File: config.mk
export PLATFORM = sky130hd
export DESIGN_NAME = div_08bit_restoring
export DESIGN_NICKNAME = d
export VERILOG_FILES = /design/src/rtl/div_pkg.sv /design/src/rtl/div_01bit_restoring_step.sv /design/src/rtl/div_08bit_restoring.sv
export SDC_FILE = /design/constraint.sdc
export NUM_CORES = 1
export LEC_CHECK = 0
export CAP_MARGIN = 20
export CORE_MARGIN = 1
export CORE_UTILIZATION = 57
export CTS_CLUSTER_SIZE = 14
export DETAILED_ROUTE_END_ITERATION = 16
export GPL_ROUTABILITY_DRIVEN = 0
export GPL_TIMING_DRIVEN = 1
export PLACE_DENSITY = 0.88
export SLEW_MARGIN = 20
export SYNTH_ARGS = -nofsm -noshare
export SYNTH_HDL_FRONTEND = slang
export SYNTH_HIERARCHICAL = 1
export SYNTH_SLANG_ARGS = --single-unit
File: constraint.sdc
create_clock -name i_clk -period 5.2 [get_ports i_clk]
set_input_delay 0.52 -clock i_clk [delete_from_list [all_inputs] [get_ports i_clk]]
set_output_delay 0.52 -clock i_clk [all_outputs]
set_load 0.01 [all_outputs]
File: src/rtl/div_pkg.sv
// div_pkg: shared state encoding, widths and sign helper for the restoring divider
package div_pkg;
    localparam int DIV_DATA_W = 8;
    localparam int DIV_CNT_W  = $clog2(DIV_DATA_W + 1);
    typedef enum logic [1:0] {ST_IDLE, ST_CALC, ST_DONE} div_state_e;
    function automatic logic [DIV_DATA_W-1:0] neg_if(input logic [DIV_DATA_W-1:0] v, input logic c);
        return c ? -v : v;
    endfunction
endpackage

File: src/rtl/div_01bit_restoring_step.sv
// div_01bit_restoring_step: one combinational restoring iteration
// ports: rem/din/dvs = partial remainder, next dividend bit, divisor; rem_n/q = new remainder, quotient bit
module div_01bit_restoring_step #(
    parameter int W = 8
) (
    input  logic [W-1:0] rem,
    input  logic         din,
    input  logic [W-1:0] dvs,
    output logic [W-1:0] rem_n,
    output logic         q
);
    logic [W:0] t;
    assign t = {rem, din};
    assign q = t >= {1'b0, dvs};
    // both branches fit in W bits: a kept t is below dvs, a subtracted t leaves less than dvs
    assign rem_n = W'(q ? t - {1'b0, dvs} : t);
endmodule

File: src/rtl/div_08bit_restoring.sv
// div_08bit_restoring: sequential signed/unsigned restoring divider with valid/ready handshakes
// ports: i_clk/i_rst_n clock and async active-low reset; i_valid/o_ready/i_signed/i_num_a/i_num_b request;
//        o_valid/i_ready/o_quo/o_rem/o_div_zero result; o_busy high while calculating or holding a result
module div_08bit_restoring
    import div_pkg::*;
#(
    parameter int DATA_W = DIV_DATA_W
) (
    input  logic              i_clk,
    input  logic              i_rst_n,
    input  logic              i_valid,
    output logic              o_ready,
    input  logic              i_signed,
    input  logic [DATA_W-1:0] i_num_a,
    input  logic [DATA_W-1:0] i_num_b,
    output logic              o_valid,
    input  logic              i_ready,
    output logic [DATA_W-1:0] o_quo,
    output logic [DATA_W-1:0] o_rem,
    output logic              o_div_zero,
    output logic              o_busy
);
    localparam int CNT_W = $clog2(DATA_W + 1);
    div_state_e state, state_n;
    logic [CNT_W-1:0]  cnt;
    logic [DATA_W-1:0] rem, dvd, dvs, step_rem, quo_fin;
    logic              step_q, neg_q, neg_r, a_neg, b_neg, accept, last;
    assign a_neg   = i_signed & i_num_a[DATA_W-1];
    assign b_neg   = i_signed & i_num_b[DATA_W-1];
    assign o_ready = i_rst_n && state == ST_IDLE;
    assign o_busy  = state != ST_IDLE;
    assign accept  = i_valid && o_ready;
    assign last    = state == ST_CALC && cnt == CNT_W'(1);
    // quotient bits shift into the vacated low end of the dividend register
    assign quo_fin = {dvd[DATA_W-2:0], step_q};
    div_01bit_restoring_step #(.W(DATA_W)) u_step (
        .rem   (rem),
        .din   (dvd[DATA_W-1]),
        .dvs   (dvs),
        .rem_n (step_rem),
        .q     (step_q)
    );
    always_comb begin
        state_n = state;
        if (accept)
            state_n = (i_num_b == '0) ? ST_DONE : ST_CALC;
        else if (last)
            state_n = ST_DONE;
        else if (state == ST_DONE && o_valid && i_ready)
            state_n = ST_IDLE;
    end
    always_ff @(posedge i_clk or negedge i_rst_n) begin
        if (!i_rst_n)
            state <= ST_IDLE;
        else
            state <= state_n;
    end
    always_ff @(posedge i_clk or negedge i_rst_n) begin
        if (!i_rst_n) begin
            o_valid    <= 1'b0;
            o_quo      <= '0;
            o_rem      <= '0;
            o_div_zero <= 1'b0;
            cnt        <= '0;
            rem        <= '0;
            dvd        <= '0;
            dvs        <= '0;
            neg_q      <= 1'b0;
            neg_r      <= 1'b0;
        end else begin
            // result is announced one cycle after entering DONE and dropped on handshake
            o_valid <= state == ST_DONE && state_n == ST_DONE;
            if (accept) begin
                neg_q      <= a_neg ^ b_neg;
                neg_r      <= a_neg;
                dvd        <= neg_if(i_num_a, a_neg);
                dvs        <= neg_if(i_num_b, b_neg);
                rem        <= '0;
                cnt        <= CNT_W'(DATA_W);
                o_div_zero <= i_num_b == '0;
                if (i_num_b == '0) begin
                    o_quo <= '1;
                    o_rem <= i_num_a;
                end
            end else if (state == ST_CALC) begin
                rem <= step_rem;
                dvd <= quo_fin;
                cnt <= cnt - CNT_W'(1);
                if (last) begin
                    o_quo <= neg_if(quo_fin, neg_q);
                    o_rem <= neg_if(step_rem, neg_r);
                end
            end
        end
    end
endmodule

# Word-level counts from Yosys, hierarchy flattened
# Index checks and enable logic that the tools add are counted.
classes:
  add_sub_neg: 6
  mul: 0
  n_div: 0
  n_lt_le_gt_ge: 1
  n_eq_ne: 5
  shifts: 0
  n_mux: 23
  n_bitwise: 3
  n_reduce_logical: 12
op_table:
  columns: ["op", "n"]
  rows:
  - ["$mux 8", 17]
  - ["$neg 8->8", 4]
  - ["$ge 9x8->1", 1]
  - ["$logic_not 8->1", 1]
  - ["$mux 2", 4]
  - ["$mux 4", 2]
  - ["$sub 8x8->8", 1]
  - ["$logic_and 1x1->1", 6]
  - ["$reduce_bool 2->1", 3]
  - ["$eq 2x2->1 const B", 2]
  - ["$eq 4x1->1 const B", 1]
  - ["$sub 4x1->4 const B", 1]
  - ["$reduce_and 3->1", 1]
  - ["$and 1x1->1", 2]
  - ["$eq 2x1->1 const B", 1]
  - ["$logic_not 2->1", 1]
  - ["$ne 2x1->1 const B", 1]
  - ["$xor 1x1->1", 1]
totals:
  register_bits: 50
  latch_bits: 0
  ramBits: 0
  mem_bits_ro: 0
  inputBits: 21
  elab_cells: 61
  mem_count: 0

# Logic depth before layout (Yosys ltp)
# Gate-level depths: netlist of the first run.
logic_depth:
  depth_word: 8
  ltp_mapped: 14
  depth_no_buf: 13

# Modules after synthesis
# The synthesis of the first run kept the hierarchy.
modules_own_cells:
  columns: ["module", "n_inst", "cells_each", "area_per_inst_um2"]
  rows:
  - ["div_08bit_restoring", 1, 278, 2632.5]
  - ["div_01bit_restoring_step", 1, 69, 520.5]

# Least setup slack after synthesis of the first run
# OpenSTA, ideal clock, no wires.
synth_path:
  kind: "register to register"
  start: "reg rem[2]"
  end: "reg o_rem[5]"
  t_arrival_ns: 2.810
  path_slack_ns: 2.286
  path_stages_with_launch: 11
  path_buffers: 0
  period_less_slack_ns: 2.914
  cell_sequence: "dfrtp_1 > ha_1 > a21o_1 > a21oi_2 > o21ai_2 > a41oi_4 > mux2_2 > or4_1 > o21ai_0 > xor2_1 > a221oi_1"
synth_via:
  elab_chain_cells: 7
  word_cells_on_any_way: 8
  classes_between: "add/sub: 2; order compare: 1; mux: 5"
synth_lines:
  columns: ["element", "line_no", "rtl"]
  rows:
  - ["start, declared", "div_08bit_restoring.sv:26", "logic [DATA_W-1:0] rem, dvd, dvs, step_rem, quo_fin;"]
  - ["start signal, assigned", "div_08bit_restoring.sv:86", "rem <= step_rem;"]
  - ["$sub 8x8->8 or $ge 9x8->1 (tied branches)", "div_01bit_restoring_step.sv:16, div_01bit_restoring_step.sv:14", null]
  - ["$mux 8 (*)", "div_01bit_restoring_step.sv:16", "assign rem_n = W'(q ? t - {1'b0, dvs} : t);"]
  - ["named net step_rem[3]", "div_08bit_restoring.sv:26", null]
  - ["$neg 8->8 (*)", "div_pkg.sv:7", "return c ? -v : v;"]
  - ["$mux 8 (*)", "div_pkg.sv:7", null]
  - ["$mux 8 (*)", "div_08bit_restoring.sv:89", "if (last) begin"]
  - ["$mux 8 (*)", "div_08bit_restoring.sv:85", "end else if (state == ST_CALC) begin"]
  - ["$mux 8 (*)", "div_08bit_restoring.sv:73", "if (accept) begin"]
  - ["end signal, assigned", "div_08bit_restoring.sv:83", "o_rem <= i_num_a;"]
  - ["end signal, assigned", "div_08bit_restoring.sv:91", "o_rem <= neg_if(step_rem, neg_r);"]
  - ["end, declared", "div_08bit_restoring.sv:19", "output logic [DATA_W-1:0] o_rem,"]
# The timed path passes the listed nets; every way through them passes the cells marked *. The select of a mux whose other input is x is not followed.
# A chain may end at the register's enable or synchronous reset.

# Worst setup path after layout of the first run
layout_path:
  start: "reg dvd[7]"
  end: "reg o_rem[6]"
layout_via:
  elab_chain_cells: 7
  word_cells_on_any_way: 8
  classes_between: "add/sub: 2; order compare: 1; mux: 5"
layout_lines:
  columns: ["element", "line_no", "rtl"]
  rows:
  - ["start, declared", "div_08bit_restoring.sv:26", null]
  - ["start signal, assigned", "div_08bit_restoring.sv:76", "dvd <= neg_if(i_num_a, a_neg);"]
  - ["start signal, assigned", "div_08bit_restoring.sv:87", "dvd <= quo_fin;"]
  - ["$sub 8x8->8 or $ge 9x8->1 (tied branches)", "div_01bit_restoring_step.sv:16, div_01bit_restoring_step.sv:14", null]
  - ["$mux 8 (*)", "div_01bit_restoring_step.sv:16", null]
  - ["named net step_rem[0]", "div_08bit_restoring.sv:26", null]
  - ["$neg 8->8 (*)", "div_pkg.sv:7", null]
  - ["$mux 8 (*)", "div_pkg.sv:7", null]
  - ["$mux 8 (*)", "div_08bit_restoring.sv:89", null]
  - ["$mux 8 (*)", "div_08bit_restoring.sv:85", null]
  - ["$mux 8 (*)", "div_08bit_restoring.sv:73", null]
# Marked as above.

==> flow_summary_export.csv, run 1 <==
group,metric,value,unit
power_and_ir_drop,switching_share,0.463,
cells_and_area,final_cell_mix,"dfrtp_1, nand2_1, clkdlybuf4s50_1",
synthesis,synth_fp_nets,383,
sta,worstMarginPinSlew,960,ps
cts,cts_hold_buffers,0,
sta,setup_violations,0,
status,outcome,"finished clean",
synthesis,ys_ff_latch,50,
grt,antenna_found_initial,0,
die,rows,26,
min_path,hp-class,"input port to asynchronous set/reset pin",
cts,clk_path_buf_depth,2,
power_and_ir_drop,p_comb_frac,0.644,
detailed_routing,routed_wl,7.36,mm
cts,cts_sinks,50,
cells_and_area,post-route-util,0.702,
cts,clk_pin_slew_worst_paths,90,ps
power_and_ir_drop,clockPowerShare,0.081,
critical_path,worstPathArrival,3570,ps
synthesis,synth_edf_count,0,
synthesis,ys_top_cells_by_area,"dfrtp_1, ha_1, o21ai_0, xnor2_1, nand2_1",
sta,fin_crit,3370,ps
cts,post_cts_buffers,0,
critical_path,worstSetupStartpointType,"flip-flop",
place,port_buffers,40,
sta,hold_viol,0,
detailed_routing,drt.antenna.violating_nets,0,
power_and_ir_drop,p_int,1.45,mW
cells_and_area,layout.cells.non_filler,451,
sta,fin_crit_sh,0.649,
detailed_routing,wl_per_cell,16.3,um
detailed_routing,firstDrtPassIters,5,
synthesis,seq_area_frac_synth,0.397,
critical_path,criticalPathCategory,"flip-flop to flip-flop",
sta,hold_slack,69.2,ps
grt,gr-usage-all-layers,0.273,
cts,cts_resized,0,
synthesis,syn_area,3150,um^2
sta,maxSlewHeadroom,0.358,
cells_and_area,syn_to_final_growth,15.9,%
die,dieArea,5830,um^2
place,dp_hpwl,5.38,mm
cells_and_area,drive_gt1_frac,0.0656,
cts,cts_buffers,5,
cts,h-tree-depth,2,
grt,grt_pass1_wl,12.5,mm
die,num_io_pins,41,
critical_path,cp-end-kind,"flip-flop",
detailed_routing,viasPerCell,5.99,
critical_path,cp.required,5390,ps
synthesis,ys_warn_count,6,
detailed_routing,dr_total_vias,2702,
place,placed_cells,444,
die,initial_core_util,0.606,
power_and_ir_drop,p_leak,1.58,nW
grt,grt-ovfl-total,0,
sta,max_freq,296,MHz
die,core_area,5200,um^2
die,fp.dieW,76.4,um
critical_path,crit_fanout,8,
sta,slew_violations,0,
power_and_ir_drop,power_switching,1.25,mW
cells_and_area,layout.nets,417,
power_and_ir_drop,seqPwrFrac,0.276,
cts,cts-root-buf,"clkbuf_8",
synthesis,ys_dominant_reg_cell,"dfrtp_1",
synthesis,syn_inst,347,
grt,grt_max_degree,43,
sta,finClkSkew,15.8,ps
run,max_cap_viol_count,0,
cells_and_area,layout_commonest_cell,"dfrtp_1",
synthesis,yosysTopAreaCell,"dfrtp_1",
power_and_ir_drop,vdd_drop_max,465,uV
synthesis,synth_cell_types,51,
synthesis,synth-async-reset-ratio,1.00,
synthesis,postSynthAreaPerCell,9.09,um^2
cts,insertion_delay,310,ps
synthesis,synth_top_area_frac,0.397,
detailed_routing,drtIter0Drc,219,
detailed_routing,drc,0,
sta,fin_setup_tns,0,ps
power_and_ir_drop,power_density,736,nW/um^2
sta,rsz0062_at_grt,"no",
grt,grt_pass1_vias,2645,
cts,tritoncts,"built",
die,die_h,76.4,um
cells_and_area,diodes,0,
-- final timing paths --
| path | slack, ps | end | cells past startpoint | start |
|---|---|---|---|---|
| worst max register to register | 1830 | o_rem[6] | 12 | dvd[7] |
| worst max-delay path | 1830 | o_rem[6] | 12 | dvd[7] |
| worst min register to register | 480 | dvs[7] | 2 | dvs[7] |
| worst min-delay path | 70 | o_valid | 1 | i_rst_n |
| min in group i_clk | 480 | dvs[7] | 2 | dvs[7] |
| max in group asynchronous | 4300 | cnt[1] | 2 | i_rst_n |
-- routing by layer --
layer,vias up,part of all wire,track usage
met3,23,0.069,0.0527
li1,1286,-,-
met4,0,0.019,0.102
met5,-,0,0
met1,1269,0.43,0.364
met2,124,0.48,0.441
-- logic make-up (layout without fill, tap and decap cells) --
kind of cell	after synthesis	count (layout)	share of synthesized area
compound gates	88	88	0.185
simple gates	110	110	0.175
xor+xnor	28	28	0.0778
mux	13	13	0.0440
buf+inv	43	77	0.0587
fa+ha+maj	15	15	0.0619
flops	50	50	0.397
-- synth_stat cells, types with 4 or more instances --
cell,n
xor2_1,10
nor2b_1,4
ha_1,14
inv_1,27
mux2_2,5
o21ai_0,33
buf_2,4
nor3b_1,4
nand3_1,8
or4_1,4
dfrtp_1,50
nand2_1,41
a21oi_1,14
xnor2_1,18
nor2_1,17
clkbuf_1,8
a22oi_1,6
nor3_1,16
mux2i_1,6
a31oi_1,4
-- area by class of cell --
type | count | area, um^2
timing repair buffer | 43 | 418
sequential | 50 | 1250
inverter | 27 | 101
clock buffer | 5 | 68.8
tap | 70 | 87.6
fill | 401 | 1550
clock inverter | 2 | 10.0
multi-input combinational | 254 | 1720
-- power groups by stage --
stage	sequential [mW]	combinational [mW]	clock [mW]
6_report	0.741	1.73	0.217
5_1_grt	0.769	1.89	0.237
4_1_cts	0.740	1.70	0.219
3_5_place_dp	0.748	1.68	0
3_3_place_gp	0.739	1.61	0
2_1_floorplan	0.731	1.22	0
-- flip-flops by register name, summed over array words and instances, names as in the netlist --
register,count
dvd,8
neg_r,1
o_rem,8
cnt,4
o_valid,1
o_div_zero,1
rem,8
neg_q,1
state,2
dvs,8
o_quo,8
-- worst max-delay path, cell delays in order (launching register included) --
cell,delay [ps]
dfrtp_1,360
inv_1,60
ha_1,300
or2b_1,240
a21oi_2,160
o21ai_2,80
a41oi_4,390
mux2i_1,510
inv_1,150
ha_1,270
a21boi_0,300
xnor2_1,140
a211oi_1,290
-- per-stage QoR --
stage | setup slack, ps | area [um^2] | power [mW]
floorplan | 2290 | 3150 | 1.95
global placement | 2160 | 3570 | 2.35
detailed placement | 1990 | 3570 | 2.42
CTS | 1890 | 3650 | 2.66
global route | 1690 | 3650 | 2.89
finish | 1830 | 3650 | 2.69
Power figures use the tool's default switching activity.
==> inputs of run 2 (changes only) <==
- CORE_UTILIZATION: 57 -> 56
- PLACE_DENSITY: 0.88 -> 0.87
- clock period: 5.2 -> 3.2 ns (I/O delays scaled with it)
==> flow_summary_export.csv, run 2 (same netlist as run 1, synthesis figures left out) <==
group,metric,value,unit
status,outcome,"finished with violations",
status,failed_checks,"setup timing",
cells_and_area,syn_to_final_growth,20.9,%
critical_path,cp.required,3410,ps
power_and_ir_drop,power_density,1290,nW/um^2
detailed_routing,viasPerCell,6.20,
cts,clk_path_buf_depth,2,
cts,cts_buffers,5,
critical_path,cp_slowest_stage_delay,500,ps
detailed_routing,drc,0,
die,die_h,77.0,um
sta,hold_viol,0,
critical_path,worstPathBufferInverterCount,2,
power_and_ir_drop,p_leak,1.64,nW
cells_and_area,final_cell_area,3810,um^2
min_path,hp-class,"input port to asynchronous set/reset pin",
sta,hold_slack,450,ps
die,fp.dieW,77.0,um
detailed_routing,drt.antenna.violating_nets,0,
critical_path,crit_fanout,6,
cts,tritoncts,"built",
critical_path,cp-end-kind,"flip-flop",
run,max_cap_viol_count,0,
cts,insertion_delay,310,ps
cells_and_area,layout.nets,426,
critical_path,crit_chain,"inv_2 > ha_2 > or2b_1 > a21oi_2 > o21ai_2 > a41oi_4 > buf_12 > mux2_4 > or4_1 > o21ai_1 > xor2_1 > a221oi_1",
grt,grt-ovfl-total,0,
detailed_routing,routed_wl,8.34,mm
die,initial_core_util,0.598,
cells_and_area,drive_gt1_frac,0.107,
cts,h-tree-depth,2,
sta,fin_crit,3240,ps
critical_path,r2r-end,"o_rem[5]",
sta,fin_crit_sh,1.01,
power_and_ir_drop,total_power,4.92,mW
critical_path,worstSetupStartpointType,"flip-flop",
critical_path,critical-path-slowest-cell,"or4_1",
place,placed_cells,448,
die,dieArea,5930,um^2
cts,cts-root-buf,"clkbuf_8",
critical_path,worstPathArrival,3450,ps
sta,finClkSkew,8.37,ps
place,dp_hpwl,5.60,mm
critical_path,worstReg2RegStart,"dvd[7]",
cts,clk_pin_slew_worst_paths,100,ps
sta,fin_setup_tns,-41.4,ps
sta,setup_violations,1,
cells_and_area,n_fill_cell,401,
grt,antenna_found_initial,0,
critical_path,reg2reg_slack,-40,ps
sta,worstMarginPinSlew,751,ps
cells_and_area,layout.cells.non_filler,461,
detailed_routing,wl_per_cell,18.1,um
die,rows,26,
grt,grt_pass1_vias,2794,
place,port_buffers,40,
cells_and_area,post-route-util,0.723,
grt,grt_pass1_wl,13.6,mm
detailed_routing,firstDrtPassIters,6,
place,place_area,3600,um^2
place,pre_cts_ws,-128,ps
sta,maxSlewHeadroom,0.498,
sta,slew_violations,0,
cts,cts_sinks,50,
cells_and_area,layout_commonest_cell,"dfrtp_1",
sta,rsz0062_at_grt,"yes",
grt,gr-usage-all-layers,0.293,
detailed_routing,dr_total_vias,2858,
cells_and_area,diodes,0,
critical_path,criticalPathCategory,"flip-flop to flip-flop",
power_and_ir_drop,vdd_drop_max,640,uV
sta,max_freq,309,MHz
sta,setup_ws,-41.4,ps
critical_path,reg2regPathDepth,12,
die,num_io_pins,41,
die,core_area,5270,um^2
critical_path,timing.critical_path.max_delay_family,"compound AO/OA/AOI/OAI gates",
grt,grt_max_degree,38,
detailed_routing,drtIter0Drc,153,
cells_and_area,final_cell_mix,"dfrtp_1, nand2_1, clkdlybuf4s50_1",
-- run 2: how the worst max path moves through the flow --
stage,to,startpoint,cells after the start
2_1_floorplan,o_rem[5],rem[2],10
3_3_place_gp,o_rem[5],rem[2],10
3_5_place_dp,o_rem[2],dvd[7],13
4_1_cts,o_rem[5],dvd[7],12
5_1_grt,o_rem[7],dvd[7],13
6_report,o_rem[5],dvd[7],12
-- run 2: routing by layer --
metal  up-vias  wire length (um)  GRT usage
met1      1355              3530      0.389
li1       1308                 -          -
met2       167              3910      0.468
met5         -                 0          0
met3        28               691     0.0643
met4         0               208      0.109
-- run 2: layout make-up --
type	instances	area, um^2	share of cell area
tap	70	87.6	0.0230
timing repair buffer	52	500	0.131
inverter	27	101	0.0266
sequential	50	1250	0.328
clock buffer	6	82.6	0.0217
clock inverter	2	16.3	0.00427
multi-input combinational	254	1770	0.465
-- run 2: where the power goes --
group / total (mW) / switching (mW) / internal (mW)
combinational: 3.29 / 1.77 / 1.51
clock: 0.406 / 0.228 / 0.178
sequential: 1.22 / 0.282 / 0.940
total: 4.92 / 2.28 / 2.63
-- run 2: what timing repair did --
item / in CTS / in global routing
buffers inserted: 3 / 1
endpoints found under the setup margin: 2 / 4
pin swaps: 1 / 1
endpoints found under the hold margin: 13 / 0
gates resized for setup: 3 / 12
hold buffers: 1 / 0
